===== config.mk =====
export PLATFORM = sky130hd
export DESIGN_NAME = pipelined_adder_nbit_flat
export DESIGN_NICKNAME = d
export VERILOG_FILES = /design/src/rtl/adder_pkg.sv /design/src/rtl/pipelined_adder_nbit_if.sv /design/src/rtl/adder_stage.sv /design/src/rtl/pipelined_adder_nbit.sv /design/src/flat_wrapper.sv
export SDC_FILE = /design/constraint.sdc
export NUM_CORES = 1
export LEC_CHECK = 0
export ABC_AREA = 1
export BUFFER_PORTS_ARGS = -buffer_cell sky130_fd_sc_hd__buf_2
export CAP_MARGIN = 10
export CORE_MARGIN = 1.5
export CORE_UTILIZATION = 40
export DETAILED_ROUTE_END_ITERATION = 8
export PLACE_DENSITY = 0.71
export SETUP_SLACK_MARGIN = 0.1
export SLEW_MARGIN = 10
export SYNTH_ARGS = -nofsm -noshare
export SYNTH_HDL_FRONTEND = slang
export SYNTH_SLANG_ARGS = --single-unit

===== constraint.sdc =====
create_clock -name clk -period 1.55 [get_ports clk]
set_input_delay 0.155 -clock clk [delete_from_list [all_inputs] [get_ports clk]]
set_output_delay 0.155 -clock clk [all_outputs]
set_load 0.02 [all_outputs]

===== src/rtl/adder_pkg.sv =====
// Shared types and helpers for the pipelined adder.
// ADDER_SUB_EN adds the subtract control and overflow flag to the stage control word.
package adder_pkg;

  function automatic int chunk_w(input int width, input int stages);
    return (stages > 0) ? (width / stages) : width;
  endfunction

  // Per-stage control word; operand remainders and partial sums travel in a separate data vector.
  typedef struct packed {
    logic valid;
    logic carry;
`ifdef ADDER_SUB_EN
    logic sub;
    logic ovf;
`endif
  } stage_t;

endpackage


===== src/rtl/pipelined_adder_nbit_if.sv =====
// Input/output streaming bundle of the pipelined adder.
// ADDER_SUB_EN adds sub (with the operands) and ovf (with the sum).
interface pipelined_adder_nbit_if #(parameter int WIDTH = 16);
  logic             in_valid;
  logic             in_ready;
  logic [WIDTH-1:0] x;
  logic [WIDTH-1:0] y;
  logic             c_in;
  logic             out_valid;
  logic             out_ready;
  logic [WIDTH-1:0] sum;
  logic             c_out;
`ifdef ADDER_SUB_EN
  logic             sub;
  logic             ovf;

  modport master (output in_valid, x, y, c_in, sub, out_ready,
                  input  in_ready, out_valid, sum, c_out, ovf);
  modport slave  (input  in_valid, x, y, c_in, sub, out_ready,
                  output in_ready, out_valid, sum, c_out, ovf);
`else
  modport master (output in_valid, x, y, c_in, out_ready,
                  input  in_ready, out_valid, sum, c_out);
  modport slave  (input  in_valid, x, y, c_in, out_ready,
                  output in_ready, out_valid, sum, c_out);
`endif
endinterface


===== src/rtl/adder_stage.sv =====
// One CHUNK-bit slice of the pipelined adder with its pipeline register.
// Data layout (LSB first): finished sum bits, remaining x bits, remaining y bits.
module adder_stage
  import adder_pkg::*;
#(
  parameter  int WIDTH  = 16,
  parameter  int STAGES = 4,
  parameter  int IDX    = 0,
  localparam int CHUNK  = chunk_w(WIDTH, STAGES),
  localparam int IN_W   = 2 * WIDTH - IDX * CHUNK,
  localparam int OUT_W  = IN_W - CHUNK
) (
  input  logic             clk,
  input  logic             rst,
  input  logic             advance,
  input  stage_t           in_ctl,
  input  logic [IN_W-1:0]  in_data,
  output stage_t           out_ctl,
  output logic [OUT_W-1:0] out_data
);

  localparam int REM_OUT = WIDTH - (IDX + 1) * CHUNK;

  logic [CHUNK-1:0] x_slice_s;
  logic [CHUNK-1:0] y_slice_s;
  logic [CHUNK-1:0] y_eff_s;
  logic [CHUNK-1:0] slice_sum_s;
  logic             carry_s;
  logic [OUT_W-1:0] next_data_s;
  stage_t           ctl_d;
  stage_t           ctl_q;
  logic [OUT_W-1:0] data_d;
  logic [OUT_W-1:0] data_q;

  assign x_slice_s = in_data[IDX*CHUNK +: CHUNK];
  assign y_slice_s = in_data[WIDTH +: CHUNK];

`ifdef ADDER_SUB_EN
  logic slice_ovf_s;
  assign y_eff_s     = in_ctl.sub ? ~y_slice_s : y_slice_s;
  // Carry into the slice MSB differs from carry out exactly on signed overflow.
  assign slice_ovf_s = x_slice_s[CHUNK-1] ^ y_eff_s[CHUNK-1] ^ slice_sum_s[CHUNK-1] ^ carry_s;
`else
  assign y_eff_s     = y_slice_s;
`endif

  assign {carry_s, slice_sum_s} = {1'b0, x_slice_s} + {1'b0, y_eff_s}
                                + {{CHUNK{1'b0}}, in_ctl.carry};

  if (IDX == 0) begin : g_lo_first
    if (REM_OUT == 0) begin : g_only
      assign next_data_s = slice_sum_s;
    end else begin : g_rem
      assign next_data_s = {in_data[WIDTH+CHUNK +: REM_OUT], in_data[CHUNK +: REM_OUT], slice_sum_s};
    end
  end else begin : g_lo_acc
    if (REM_OUT == 0) begin : g_last
      assign next_data_s = {slice_sum_s, in_data[IDX*CHUNK-1:0]};
    end else begin : g_mid
      assign next_data_s = {in_data[WIDTH+CHUNK +: REM_OUT], in_data[(IDX+1)*CHUNK +: REM_OUT],
                            slice_sum_s, in_data[IDX*CHUNK-1:0]};
    end
  end

  // Bubbles move the valid bit but leave data untouched, so the output holds between results.
  always_comb begin
    ctl_d  = ctl_q;
    data_d = data_q;
    if (advance) begin
      ctl_d.valid = in_ctl.valid;
      if (in_ctl.valid) begin
        ctl_d.carry = carry_s;
`ifdef ADDER_SUB_EN
        ctl_d.sub   = in_ctl.sub;
        ctl_d.ovf   = (IDX == STAGES - 1) ? slice_ovf_s : in_ctl.ovf;
`endif
        data_d      = next_data_s;
      end else begin
        data_d      = data_q;
      end
    end else begin
      ctl_d  = ctl_q;
      data_d = data_q;
    end
  end

  // Stage register.
  always_ff @(posedge clk) begin
    if (rst) begin
      ctl_q  <= '0;
      data_q <= '0;
    end else begin
      ctl_q  <= ctl_d;
      data_q <= data_d;
    end
  end

  assign out_ctl  = ctl_q;
  assign out_data = data_q;

endmodule


===== src/rtl/pipelined_adder_nbit.sv =====
// Pipelined WIDTH-bit ripple-carry adder, one CHUNK slice per stage, valid/ready on both sides.
// Define ADDER_SUB_EN for the subtract input and signed-overflow output.
module pipelined_adder_nbit
  import adder_pkg::*;
#(
  parameter int WIDTH  = 16,
  parameter int STAGES = 4
) (
  input  logic clk,
  input  logic rst,
  pipelined_adder_nbit_if.slave bus
);

  localparam int CHUNK = chunk_w(WIDTH, STAGES);

  if (STAGES < 1) begin : g_bad_stages
    $fatal(1, "pipelined_adder_nbit: STAGES must be at least 1");
  end else if ((WIDTH % STAGES) != 0) begin : g_bad_width
    $fatal(1, "pipelined_adder_nbit: WIDTH must be a multiple of STAGES");
  end

  logic             advance_s;
  stage_t           first_ctl_s;
  stage_t           last_ctl_s;
  logic [WIDTH-1:0] last_data_s;

  // The whole pipe moves together whenever the output slot is free or being drained.
  assign advance_s   = !last_ctl_s.valid || bus.out_ready;
  assign bus.in_ready = advance_s;

  // Stage-0 control word; subtraction forces the carry-in that completes the two's complement.
  always_comb begin
    first_ctl_s       = '0;
    first_ctl_s.valid = bus.in_valid;
`ifdef ADDER_SUB_EN
    first_ctl_s.sub   = bus.sub;
    first_ctl_s.ovf   = 1'b0;
    if (bus.sub) begin
      first_ctl_s.carry = 1'b1;
    end else begin
      first_ctl_s.carry = bus.c_in;
    end
`else
    first_ctl_s.carry = bus.c_in;
`endif
  end

  for (genvar k = 0; k < STAGES; k++) begin : g_stage
    localparam int IN_W  = 2 * WIDTH - k * CHUNK;
    localparam int OUT_W = IN_W - CHUNK;

    stage_t           ctl_in;
    stage_t           ctl_out;
    logic [IN_W-1:0]  data_in;
    logic [OUT_W-1:0] data_out;

    if (k == 0) begin : g_first
      assign ctl_in  = first_ctl_s;
      assign data_in = {bus.y, bus.x};
    end else begin : g_next
      assign ctl_in  = g_stage[k-1].ctl_out;
      assign data_in = g_stage[k-1].data_out;
    end

    adder_stage #(
      .WIDTH  (WIDTH),
      .STAGES (STAGES),
      .IDX    (k)
    ) u_stage (
      .clk      (clk),
      .rst      (rst),
      .advance  (advance_s),
      .in_ctl   (ctl_in),
      .in_data  (data_in),
      .out_ctl  (ctl_out),
      .out_data (data_out)
    );
  end

  assign last_ctl_s  = g_stage[STAGES-1].ctl_out;
  assign last_data_s = g_stage[STAGES-1].data_out;

  assign bus.out_valid = last_ctl_s.valid;
  assign bus.sum       = last_data_s;
  assign bus.c_out     = last_ctl_s.carry;
`ifdef ADDER_SUB_EN
  assign bus.ovf       = last_ctl_s.ovf;
`endif

endmodule

===== src/flat_wrapper.sv =====
// flat-port wrapper written by rule: the top's interface ports become plain ports
module pipelined_adder_nbit_flat import adder_pkg::*;
#(
  parameter int WIDTH  = 16,
  parameter int STAGES = 4
)
  (clk, rst, bus_in_valid, bus_x, bus_y, bus_c_in, bus_out_ready, bus_in_ready, bus_out_valid, bus_sum, bus_c_out);
  pipelined_adder_nbit_if #(.WIDTH(WIDTH)) bus_i ();
  input  logic clk;
  input  logic rst;
  input wire logic [$bits(bus_i.in_valid)-1:0] bus_in_valid;
  input wire logic [$bits(bus_i.x)-1:0] bus_x;
  input wire logic [$bits(bus_i.y)-1:0] bus_y;
  input wire logic [$bits(bus_i.c_in)-1:0] bus_c_in;
  input wire logic [$bits(bus_i.out_ready)-1:0] bus_out_ready;
  output wire logic [$bits(bus_i.in_ready)-1:0] bus_in_ready;
  output wire logic [$bits(bus_i.out_valid)-1:0] bus_out_valid;
  output wire logic [$bits(bus_i.sum)-1:0] bus_sum;
  output wire logic [$bits(bus_i.c_out)-1:0] bus_c_out;
  assign bus_i.in_valid = bus_in_valid;
  assign bus_i.x = bus_x;
  assign bus_i.y = bus_y;
  assign bus_i.c_in = bus_c_in;
  assign bus_i.out_ready = bus_out_ready;
  assign bus_in_ready = bus_i.in_ready;
  assign bus_out_valid = bus_i.out_valid;
  assign bus_sum = bus_i.sum;
  assign bus_c_out = bus_i.c_out;
  pipelined_adder_nbit #(.WIDTH(WIDTH), .STAGES(STAGES)) u_core (.clk(clk), .rst(rst), .bus(bus_i));
endmodule

==> results.yml, run 1 <==
critical_path:
  r2r-start: "u_core.g_stage[2].u_stage.out_data[16]"
  crit_arrival_ps: 1930
  slowest_stage: "fa_2"
  rr_worst_depth: 6
  worstPathMaxFanout: 2
  critPathLaunch: "u_core.g_stage[2].u_stage.out_data[16]"
  cp-start-kind: "register"
  cp_common_cell: "fa_2"
  cp_cell_sequence: "inv_2 > fa_2 > fa_2 > buf_4 > xor2_1 > a21oi_1"
  slowest_delay_ps: 400
  worstPathRequired_ps: 1840
  setup.worst_path.end: "u_core.g_stage[3].u_stage.out_data[14]"
  rrSetupSlack_ps: -90
  rr_endpoint: "u_core.g_stage[3].u_stage.out_data[14]"
  crit_type: "register to register"
  endpoint_kind: "register"
routing:
  drt-initial-drc-count: 95
  first_pass_iters: 4
  via_per_inst: 4.562
  routed_wl_mm: 7.501
  vias: 3070
  antenna_left: 0
  drc: 0
  wl_per_cell_um: 11.15
yosys:
  ys_ff_latch: 96
  syn-num-nets: 540
  yosysSeqAreaShare: 0.4796
  yosysUniqueCellTypes: 25
  yosys_warnings: 0
  syn_avg_cell_area_um2: 8.297
  syn_inst: 483
  mappedNetlistArea_um2: 4008
pwr:
  p_per_area_nw_per_um2: 1041
  peakVddDrop_v: 0.0003612
  power_leakage_nw: 1.973
floorplan:
  start_util: 0.4119
  dieWidth_um: 103.1
  rows: 36
  dieArea_um2: 10630
  ios: 56
  core-area_um2: 9729
  die_h_um: 103.1
sta:
  setup-violations-final: 3
  fin_crit_sh: 1.060
  period_minus_slack_ps: 1642
  setup_slack_ps: -92.31
  hold_viol: 0
  slew_headroom: 0.7668
  tightest_slew_ps: 349.2
  max_freq_mhz: 608.9
  fin_worst_skew_ps: 10.09
  rsz0062_at_grt: "true"
  fin_tns_setup_ps: -154.0
  finalMaxSlewViolations: 0
place:
  place_ws_ps: -49.67
  gp_congestion: 0.7891
  port_buffers: 55
  hpwl_mm: 5.445
cells_and_area:
  utilization: 0.4679
  layout.cells.most_common_list: "140 x nor2_1, 89 x dfxtp_1, 78 x o21ai_0"
  final_common_cell: "nor2_1"
  nNetsFinal: 592
  n_antenna_cell: 0
  drive_above_1_share: 0.2333
  syn2layout_area_growth_pct: 13.58
clock_tree:
  htreeDepth: 3
  cts-root-buf: "clkbuf_8"
  clockBufferDepth: 2
  insertion_delay_ps: 360
  cts.sinks: 96
  tritoncts: "built"
  ctsHoldBuffers: 0
  cts_buffers: 9
  clkTransAtPathRegs_ps: 100
global_routing:
  gr-usage-met3: 0.02983
  grt-ovfl-total: 0
  grt_pass1_wl_mm: 12.78
  use_met2: 0.2449
  grt_use_total: 0.1524
  antenna_found_initial: 0
  first_global_vias: 2857
  met1_usage: 0.2003
  grt_max_degree: 37
  top_usage_layer: "met2"
run_status:
  outcome: "complete, but fails checks"
  violations: "negative setup slack"
run:
  max_cap_violations: 0
worst_hold_path:
  hp-class: "primary input to register"
==> flip-flops by register name, summed over array words and instances (netlist names) <==
| register | cells |
|---|---|
| u_core.g_stage.u_stage.out_data | 88 |
| u_core.g_stage.u_stage.out_ctl | 8 |
==> worst max-delay path, delay by kind of cell, from the launching register on <==
kind            cells  cell delay [ps]
xor+xnor            1              140
fa+ha+maj           2              780
flops               1              330
buf+inv             2              180
compound gates      1              140
==> power breakdown <==
group / internal [W] / leakage (nW) / total (W) / switching [W]
logic: 0.000251 / 1.09 / 0.000602 / 0.000351
clock network: 0.000582 / 0.0889 / 0.00144 / 0.000857
registers: 0.00262 / 0.792 / 0.00270 / 0.0000805
==> worst min path at each step <==
stage / from / to / slack, ps / depth (start not counted)
2_1_floorplan: bus_x[12] / u_core.g_stage[0].u_stage.out_data[12] / 300 / 2
3_3_place_gp: bus_x[9] / u_core.g_stage[0].u_stage.out_data[9] / 400 / 3
3_5_place_dp: bus_x[6] / u_core.g_stage[0].u_stage.out_data[6] / 410 / 3
4_1_cts: bus_x[11] / u_core.g_stage[0].u_stage.out_data[11] / 30 / 3
5_1_grt: bus_y[6] / u_core.g_stage[0].u_stage.out_data[18] / 50 / 3
6_report: bus_x[6] / u_core.g_stage[0].u_stage.out_data[6] / 40 / 3
==> synth_stat cells <==
library cell / instances / area (um2)
nor2_1: 141 / 529.3
dfxtp_1: 96 / 1922
o21ai_0: 79 / 395.4
a21oi_1: 32 / 160.2
inv_1: 25 / 93.84
nand2_1: 24 / 90.09
ha_1: 12 / 150.1
buf_6: 11 / 123.9
o21ai_1: 10 / 50.05
buf_2: 8 / 40.04
fa_1: 8 / 160.2
nand3_1: 8 / 40.04
inv_2: 4 / 15.01
nand2_4: 4 / 45.04
a21oi_2: 3 / 26.28
clkbuf_1: 3 / 11.26
xor2_1: 3 / 26.28
buf_12: 2 / 40.04
buf_4: 2 / 15.01
inv_6: 2 / 17.52
or2_2: 2 / 12.51
nand2_8: 1 / 20.02
nand3_2: 1 / 10.01
nor3_1: 1 / 5.000
xnor2_1: 1 / 8.760
==> timing repair <==
item	in CTS	in global routing
resized for setup	11	10
pin swaps	5	8
setup endpoints to repair	9	10
cloned	0	0
buffers inserted	2	3
==> final cells by class <==
cell class                 count  area [um2]
fill                         988        5177
sequential                    96        1931
multi-input combinational    330        1787
timing repair buffer          67       369.1
tap                          133       166.4
inverter                      31       126.4
clock buffer                   9       123.9
clock inverter                 7       48.80
==> stage by stage <==
step / hold WS (ps) / cell area (um2) / cells / total power (W)
2_1_floorplan: 300.2 / 4023 / 483 / 0.003195
3_3_place_gp: 403.4 / 4287 / 652 / 0.003301
3_5_place_dp: 412.3 / 4287 / 652 / 0.003328
4_1_cts: 30.41 / 4502 / 670 / 0.004772
5_1_grt: 45.31 / 4552 / 673 / 0.004995
6_report: 38.79 / 4552 / 673 / 0.004738
==> metal layers <==
| metal | part of all wire | vias to the layer above |
|---|---|---|
| li1 | - | 1661 |
| met1 | 0.50 | 1348 |
| met2 | 0.44 | 50 |
| met3 | 0.041 | 11 |
| met4 | 0.018 | 0 |
| met5 | 0 | - |
==> logic make-up after synthesis <==
family                   after synthesis  share of synthesized area
AO/OA/AOI/OAI                        124                     0.1577
XOR/XNOR                               4                   0.008743
adder cells (fa/ha/maj)               20                    0.07743
buffers and inverters                 57                    0.08898
AND/OR/NAND/NOR                      182                     0.1876
flip-flops                            96                     0.4795
Power figures use the tool's default switching activity.
==> run 2, diff against run 1 <==
- clock period: 1.55 -> 1.4 ns (I/O delays scaled with it)
==> results.yml, run 2 (same netlist as run 1, synthesis figures left out) <==
clock_tree:
  cts.sinks: 96
  htreeDepth: 3
  clockBufferDepth: 2
  insertion_delay_ps: 360
  tritoncts: "built"
  cts-root-buf: "clkbuf_8"
  clkTransAtPathRegs_ps: 90
  cts_buffers: 9
place:
  hpwl_mm: 5.395
  gp_congestion: 0.7907
  place_area_um2: 4379
  port_buffers: 55
  place_ws_ps: -176.3
sta:
  rsz0062_at_grt: "true"
  tightest_slew_ps: 312.9
  period_minus_slack_ps: 1575
  slew_headroom: 0.7914
  fin_worst_skew_ps: 9.421
  hold_viol: 0
  setup_slack_ps: -175.5
  setup-violations-final: 9
  fin_crit_sh: 1.125
  max_freq_mhz: 634.7
  finalMaxSlewViolations: 0
run_status:
  outcome: "complete, but fails checks"
  violations: "negative setup slack"
pwr:
  internal_power_w: 0.003817
  p_switching_w: 0.001389
  power_w: 0.005206
  p_per_area_nw_per_um2: 1127
  clockPowerShare: 0.295
  combPwrFrac: 0.132
  switching_share: 0.2668
  power_leakage_nw: 2.025
  peakVddDrop_v: 0.0004097
  p_seq_frac: 0.573
global_routing:
  gr-usage-met3: 0.03390
  grt_use_total: 0.1508
  grt_pass1_wl_mm: 12.71
  grt_max_degree: 48
  top_usage_layer: "met2"
  antenna_found_initial: 0
  first_global_vias: 2834
  use_met2: 0.2490
  grt-ovfl-total: 0
  met1_usage: 0.1932
cells_and_area:
  nFillCells: 1013
  final_common_cell: "nor2_1"
  layout.cells.most_common_list: "141 x nor2_1, 91 x dfxtp_1, 76 x o21ai_0"
  largest_reg_flops: 88
  multiInputGateArea_um2: 1793
  n_antenna_cell: 0
  seq_area_um2: 1928
  syn2layout_area_growth_pct: 15.24
  drive_above_1_share: 0.2326
  nNetsFinal: 599
  final_area_um2: 4618
critical_path:
  rr_worst_depth: 5
  crit_type: "register to register"
  worstPathRequired_ps: 1640
  endpoint_kind: "register"
  crit_arrival_ps: 1810
  cp-start-kind: "register"
  worstPathMaxFanout: 2
worst_hold_path:
  hold-path-cell-count: 3
  hp-class: "primary input to register"
floorplan:
  die_h_um: 103.1
  dieArea_um2: 10630
  ios: 56
  start_util: 0.4119
  core-area_um2: 9729
  rows: 36
  dieWidth_um: 103.1
routing:
  routed_wl_mm: 7.619
  drt-initial-drc-count: 78
  drc: 0
  antenna_left: 0
  wl_per_cell_um: 11.22
  vias: 3085
  via_per_inst: 4.543
  first_pass_iters: 4
run:
  max_cap_violations: 0
[run 2: timing repair]
item / CTS / global route
gates resized for setup: 3 / 9
hold buffers: 0 / 0
pin swaps: 1 / 5
setup endpoints to repair: 12 / 16
endpoints found under the hold margin: 0 / 0
buffers inserted: 0 / 3
gates cloned: 0 / 1
[run 2: critical path, cell delays in order (launching register included)]
cell and delay [ps]:
dfxtp_2 340, fa_2 400, fa_2 370, buf_4 150
xnor2_1 130, a21oi_1 80
[run 2: layout make-up]
cell class / instances / area share
Clock buffer: 9 / 0.02682
Clock inverter: 6 / 0.008128
Inverter: 31 / 0.02899
Multi-Input combinational cell: 331 / 0.3882
Sequential cell: 96 / 0.4175
Tap cell: 133 / 0.03603
Timing Repair Buffer: 73 / 0.09428
[run 2: per-stage QoR]
| stage | utilization | setup TNS [ps] | instances | hold slack (ps) |
|---|---|---|---|---|
| detailed placement | 0.4501 | -953.1 | 660 | 388.9 |
| CTS | 0.4688 | -1074 | 675 | 9.734 |
| floorplan | - | -292.5 | 483 | 285.2 |
| global placement | 0.4501 | -723.9 | 660 | 384.6 |
| finish | 0.4747 | -1039 | 679 | 19.61 |
| global route | 0.4747 | -1726 | 679 | 21.87 |
[run 2: final timing paths]
check	start	slack (ps)	end
worst min register to register	u_core.g_stage[0].u_stage.out_data[3]	460	u_core.g_stage[1].u_stage.out_data[3]
worst max register to register	u_core.g_stage[0].u_stage.out_data[4]	-180	u_core.g_stage[1].u_stage.out_data[6]
worst max-delay path	u_core.g_stage[0].u_stage.out_data[4]	-180	u_core.g_stage[1].u_stage.out_data[6]
worst min-delay path	bus_x[12]	20	u_core.g_stage[0].u_stage.out_data[12]
[run 2: routing by layer]
| metal | vias to the layer above | routed length, um | part of all wire |
|---|---|---|---|
| met5 | - | 0 | 0 |
| met4 | 0 | 108 | 0.014 |
| met3 | 8 | 398 | 0.052 |
| met2 | 64 | 3356 | 0.44 |
| met1 | 1337 | 3756 | 0.49 |
| li1 | 1676 | - | - |
[run 2: power by group through the flow]
stage / Combinational [W] / Clock [W] / Sequential (W)
CTS: 0.000673 / 0.00158 / 0.00299
global route: 0.000798 / 0.00167 / 0.00301
finish: 0.000686 / 0.00154 / 0.00298
detailed placement: 0.000663 / 0 / 0.00305
floorplan: 0.000498 / 0 / 0.00304
global placement: 0.000644 / 0 / 0.00304
